File: src/rtl/fifo_read_stream.sv
// Read-side consumer for the dual-clock FIFO: pops words through the FIFO read port,
// absorbs the one-cycle read latency in a 3-entry skid buffer and streams them out.
module fifo_read_stream #(
  parameter int DATA_LINES = 8,
  parameter int CNT_W      = 16
) (
  input  logic                  rclk,
  input  logic                  rrst,
  input  logic                  en,
  input  logic                  flush,
  input  logic                  rempty,
  input  logic [DATA_LINES-1:0] rdata,
  output logic                  rinc,
  output logic                  m_valid,
  input  logic                  m_ready,
  output logic [DATA_LINES-1:0] m_data,
  output logic                  flush_busy,
  output logic [CNT_W-1:0]      word_cnt
);

  typedef enum logic [1:0] {IDLE, STREAM, FLUSH} state_t;

  state_t                r_state;
  logic [1:0]            r_occ;
  logic                  r_inflight;
  logic [DATA_LINES-1:0] r_buf [3];
  logic [CNT_W-1:0]      r_cnt;

  logic       w_pop;
  logic       w_take;
  logic       w_cap;
  logic [2:0] w_credit;
  logic [1:0] w_wr_idx;

  // Credit counts the word already in flight so a full buffer never overflows.
  assign w_credit = {1'b0, r_occ} + {2'b00, r_inflight};
  assign rinc     = (r_state == FLUSH) ? ~rempty
                  : ((r_state == STREAM) & ~rempty & (w_credit < 3'd3));
  assign w_pop    = rinc & ~rempty;
  assign m_valid  = (r_occ != 2'd0);
  assign m_data   = r_buf[0];
  assign w_take   = m_valid & m_ready;
  assign w_cap    = r_inflight & (r_state != FLUSH) & ~flush;
  assign w_wr_idx = r_occ - {1'b0, w_take};

  assign flush_busy = (r_state == FLUSH);
  assign word_cnt   = r_cnt;

  always_ff @(posedge rclk or negedge rrst) begin
    if (!rrst) begin
      r_state    <= IDLE;
      r_occ      <= 2'd0;
      r_inflight <= 1'b0;
      r_cnt      <= '0;
      for (int i = 0; i < 3; i++) begin
        r_buf[i] <= '0;
      end
    end else begin
      r_inflight <= w_pop;

      if (w_take && (r_cnt != {CNT_W{1'b1}})) begin
        r_cnt <= r_cnt + 1'b1;
      end

      if (flush) begin
        r_occ <= 2'd0;
      end else if (r_state != FLUSH) begin
        r_occ <= r_occ + {1'b0, w_cap} - {1'b0, w_take};
        // Head entry is buffer slot 0; a pop shifts, the capture lands behind the survivors.
        if (w_take) begin
          r_buf[0] <= r_buf[1];
          r_buf[1] <= r_buf[2];
        end
        if (w_cap) begin
          r_buf[w_wr_idx] <= rdata;
        end
      end

      if (flush) begin
        r_state <= FLUSH;
      end else begin
        case (r_state)
          IDLE:    if (en) r_state <= STREAM;
          STREAM:  if (!en) r_state <= IDLE;
          FLUSH:   if (rempty && !r_inflight) r_state <= en ? STREAM : IDLE;
          default: r_state <= IDLE;
        endcase
      end
    end
  end

endmodule
File: config.mk
export PLATFORM = sky130hd
export DESIGN_NAME = fifo_read_stream
export DESIGN_NICKNAME = d
export VERILOG_FILES = /design/src/rtl/fifo_read_stream.sv
export SDC_FILE = /design/constraint.sdc
export NUM_CORES = 1
export LEC_CHECK = 0
export ABC_AREA = 0
export ABC_CLOCK_PERIOD_IN_PS = 2000
export CAP_MARGIN = 30
export CORE_UTILIZATION = 47
export DETAILED_ROUTE_END_ITERATION = 10
export PLACE_DENSITY = 0.75
export SYNTH_ARGS = -nofsm -noshare
export SYNTH_HDL_FRONTEND = slang
export SYNTH_SLANG_ARGS = --single-unit
File: constraint.sdc
create_clock -name rclk -period 2 [get_ports rclk]
set_input_delay 0.4 -clock rclk [delete_from_list [all_inputs] [get_ports rclk]]
set_output_delay 0.4 -clock rclk [all_outputs]
set_load 0.01 [all_outputs]
[Word-level counts from Yosys, hierarchy flattened]
Index checks and enable logic that the tools add are counted.
Cells by class
  add/subtract/negate cells: 5
  magnitude comparators: 3
  eq/ne operators: 7
  multiplexer cells: 16
  bitwise gates (word level): 9
  reduce and logical (&&, ||, !) cells: 10
Operators with widths (number)
  $mux W16: 3
  $bwmux W24: 1
  $mux W24: 1
  $add A16 B1 Y16 const B: 1
  $demux W8 S2: 1
  $ne A16 B16 Y1 const B: 1
  $mux W2: 6
  $mux W8: 1
  $and A1 B1 Y1: 6
  $ne A3 B3 Y1 const B: 2
  $pmux W2 S3: 1
  $reduce_and A3 Y1: 2
  $reduce_bool A2 Y1: 2
  $sub A2 B1 Y2: 2
  $add A2 B1 Y3: 1
  $ge A3 B3 Y1 const B: 1
  $logic_and A1 B1 Y1: 3
  $lt A3 B1 Y1 const B: 1
  $lt A3 B2 Y1 const B: 1
  $ne A3 B2 Y1 const B: 1
  $not A2 Y3: 1
  $add A2 B1 Y2: 1
  $eq A2 B1 Y1 const B: 1
  $eq A2 B2 Y1 const B: 1
  6 further kinds: 8
Storage, ports and cells
  bits in registers: 45
  bits of input ports: 14
  output and inout port bits: 27
  logic and storage cells: 57

[Longest topological paths before layout]
  depth in word-level cells: 10
  depth in mapped cells: 8
  depth with buffers taken out: 7

[Least setup slack after synthesis]
No wires, ideal clock.
  path type: register to register
  start point: register r_occ[0]
  end point: register (tool-made name)
  setup time: 0.125 ns
  arrival: 2.075 ns
  data required time: 1.875 ns
  setup slack: -0.199 ns
  stages on the path, launching flop included: 9
  buffers on the path: 2
  period minus slack after synthesis: 2.199 ns
  path through: dfrtp_1 > o21ai_2 > buf_2 > inv_1 > ha_1 > xor2_1 > and3_1 > buf_2 > mux2_2
RTL lines
  start, declared: line 24  | logic [1:0] r_occ;
  start signal, assigned: line 68  | r_occ <= r_occ + {1'b0, w_cap} - {1'b0, w_take};

[Worst setup path after layout]
  start point: register r_occ[0]
  end point: output port rinc
On the way
  cells in the longest elaborated chain, start to end: 4
Ends and longest elaborated chain
  $add A2 B1 Y3: line 36  | assign w_credit = {1'b0, r_occ} + {2'b00, r_inflight};
  $lt A3 B2 Y1: line 38  | : ((r_state == STREAM) & ~rempty & (w_credit < 3'd3));
  $and A1 B1 Y1: line 38
  $mux W1: line 37  | assign rinc = (r_state == FLUSH) ? ~rempty
  end, declared: line 13  | output logic rinc,
Every way passes these cells.

==> impl_metrics.tcl <==
set metrics [dict create \
    outcome "complete, but fails checks" \
    violations "setup timing" \
    worst_pin_slew_ns 0.475 \
    max_freq_ghz 0.494 \
    syn_inst 192 \
    portBuffers 40 \
    crit_type "reg2out" \
    fin_crit_sh_pct 101 \
    irDropWorstVdd_uv 409 \
    clk_latency_ns 0.30 \
    ys.flop_type "dfrtp_1" \
    power_frac_comb_pct 31.4 \
    grt_max_degree 28 \
    finalInstanceArea_um2 3250 \
    h-tree-depth 2 \
    post_dp_cell_area_um2 2950 \
    rsz0062_at_grt "yes" \
    hold_viol_final 0 \
    dieHeight_um 72.4 \
    grt_pass1_wl_um 7160 \
    worst_slack_ns -0.0252 \
    final_cells 327 \
    core_um2 4750 \
    first_pass_iters 4 \
    dieArea_um2 5230 \
    worst_setup_path_end_kind "primary output" \
    numCtsBuffers 5 \
    route.detailed.drc 0 \
    setup_violations 1 \
    worstPathArrival_ns 1.63 \
    synth_largest_area_cell "dfrtp_1" \
    vias 1693 \
    synth_seq_cells 45 \
    dpl.hpwl_um 3180 \
    clock_sinks 45 \
    power.switching_uw 678 \
    die_x_um 72.4 \
    drt-initial-drc-count 91 \
    tns_ns -0.0252 \
    grt_overflow_total 0 \
    area_delta_synth_final_pct 39.6 \
    avgSynthCellArea_um2 12.1 \
    diodes 0 \
    crit_family "adder cells" \
    fillCellCount 356 \
    start_util_pct 48.9 \
    leakagePower_nw 1.47 \
    place_inst 312 \
    hold_slack_ns 0.0421 \
    hp-class "in2async" \
    p_int_mw 1.87 \
    grtUsageTotal_pct 18.1 \
    async_flop_share_pct 100 \
    layout-drive-gt1-share_pct 39.6 \
    clock_skew_ns 0.00479 \
    drtAntennaViolNets 0 \
    clk_pin_slew_ns 0.08 \
    cts_max_path_buffers 2 \
    cp_slowest_cell "dfrtp_1" \
    switching_share_pct 26.6 \
    gp_congestion 0.803 \
    synth_edf_count 0 \
    final_nets 278 \
    startpoint_type "flop" \
    dp_worst_setup_slack_ns -0.354 \
    p_per_area_nw_per_um2 785 \
    routedWlPerCell_um 14.1 \
    cts_tree "yes" \
    crit_required_ns 1.60 \
    slew_headroom_pct 68.3 \
    yosysSeqAreaShare_pct 48.4 \
    io_pins 41 \
    synth_top_area_share_pct 48.4 \
    synth_area_um2 2330 \
    critPathMaxStageDelay_ns 0.40 \
    grt_pass1_vias 1510 \
    synth_area_leaders "dfrtp_1 48%, mux2_2 20%, buf_4 3.2%, ha_1 2.7%, xnor2_1 2.6%" \
    wirelength_um 4630 \
    post-route-min-period_ns 2.03 \
    placementRows 25 \
    fin_util_pct 68.3 \
    yosys_warnings 0 \
    via_per_inst 5.18 \
    path_cells "ha_2, ha_4, a211oi_2, a21oi_2, nor2_1, buf_2" \
    critical_path.max_fanout 2 \
    cap_violations 0 \
    cts_root_buffer "clkbuf_8" \
    clkPwrFrac_pct 21.5 \
    seqPwrFrac_pct 47.2 \
    synth_nets 211 \
    design_power_total_mw 2.55 \
    ys_types 38 \
    drv_slew 0 \
    antenna_found_initial 0 \
    path_buf_inv 1 \
]
==> layout make-up <==
cell class                      count  area, um2  share of cell area, %
Clock buffer                        6       72.6                   2.24
Clock inverter                      2       10.0                  0.308
Sequential cell                    45       1130                   34.7
Tap cell                           67       83.8                   2.58
Inverter                            8       30.0                  0.925
Multi-Input combinational cell    127       1230                   37.9
Timing Repair Buffer               72        692                   21.3
==> cells by family after synthesis <==
group / synth area share [%]
multiplexers: 21.2
flip-flops: 48.4
buffers and inverters: 4.95
AO/OA/AOI/OAI: 5.38
adder cells (fa/ha/maj): 2.69
AND/OR/NAND/NOR: 12.4
XOR/XNOR: 4.90
==> per-layer routing <==
metal / track usage, % / part of all wire [%]
met2: 27.6 / 46
met3: 3.75 / 3.5
met4: 7.19 / 1.9
met5: 0 / 0
met1: 25.2 / 48
==> cell usage in the layout (no fill, tap or decap), types with 3 or more instances in the layout <==
master,n
mux2_2,25
clkbuf_8,5
xor2_1,5
nor2_1,11
nand3_1,5
buf_6,9
o21ai_0,4
inv_1,7
xnor2_1,7
buf_4,21
nor4_1,3
clkdlybuf4s50_1,34
dfrtp_1,44
mux2_4,17
nand4_1,3
nand2_1,7
==> Yosys cell counts (2+ instances only) <==
library cell / number
dfrtp_1: 45
mux2_2: 41
nor2_1: 11
buf_4: 10
inv_1: 8
nand2_1: 7
xnor2_1: 7
nand3_1: 6
xor2_1: 6
ha_1: 5
o21ai_0: 4
and3_1: 3
nand4_1: 3
nor4_1: 3
a21o_1: 2
and4_1: 2
buf_2: 2
mux2_1: 2
nor2b_1: 2
nor3_4: 2
o211ai_1: 2
o31ai_1: 2
or2_2: 2
==> path summary, 6_finish.rpt <==
kind / from / end / slack [ns] / cells past startpoint
min in group rclk: word_cnt[12]$_DFFE_PN0P_ / word_cnt[12]$_DFFE_PN0P_ / 0.52 / 1
min: rrst / m_data[0]$_DFFE_PN0P_ / 0.04 / 1
min reg2reg: word_cnt[12]$_DFFE_PN0P_ / word_cnt[12]$_DFFE_PN0P_ / 0.52 / 1
max: r_occ[0]$_DFFE_PN0P_ / rinc / -0.03 / 6
max in group asynchronous: rrst / r_occ[1]$_DFFE_PN0P_ / 1.44 / 2
max reg2reg: r_occ[1]$_DFFE_PN0P_ / r_buf[12]$_DFFE_PN0P_ / 0.04 / 8
==> power groups by stage <==
stage	Clock (mW)	Sequential, mW	Combinational [mW]
floorplan	0	1.21	0.501
global placement	0	1.22	0.717
detailed placement	0	1.22	0.732
CTS	0.563	1.20	0.749
global route	0.607	1.22	0.864
finish	0.547	1.20	0.799
==> timing repair <==
action	CTS	global route
hold buffers	0	0
pin swaps	7	9
resized for setup	21	25
setup buffers	4	3
setup endpoints to repair	28	28
No activity file was read; power rests on OpenSTA's default activity.
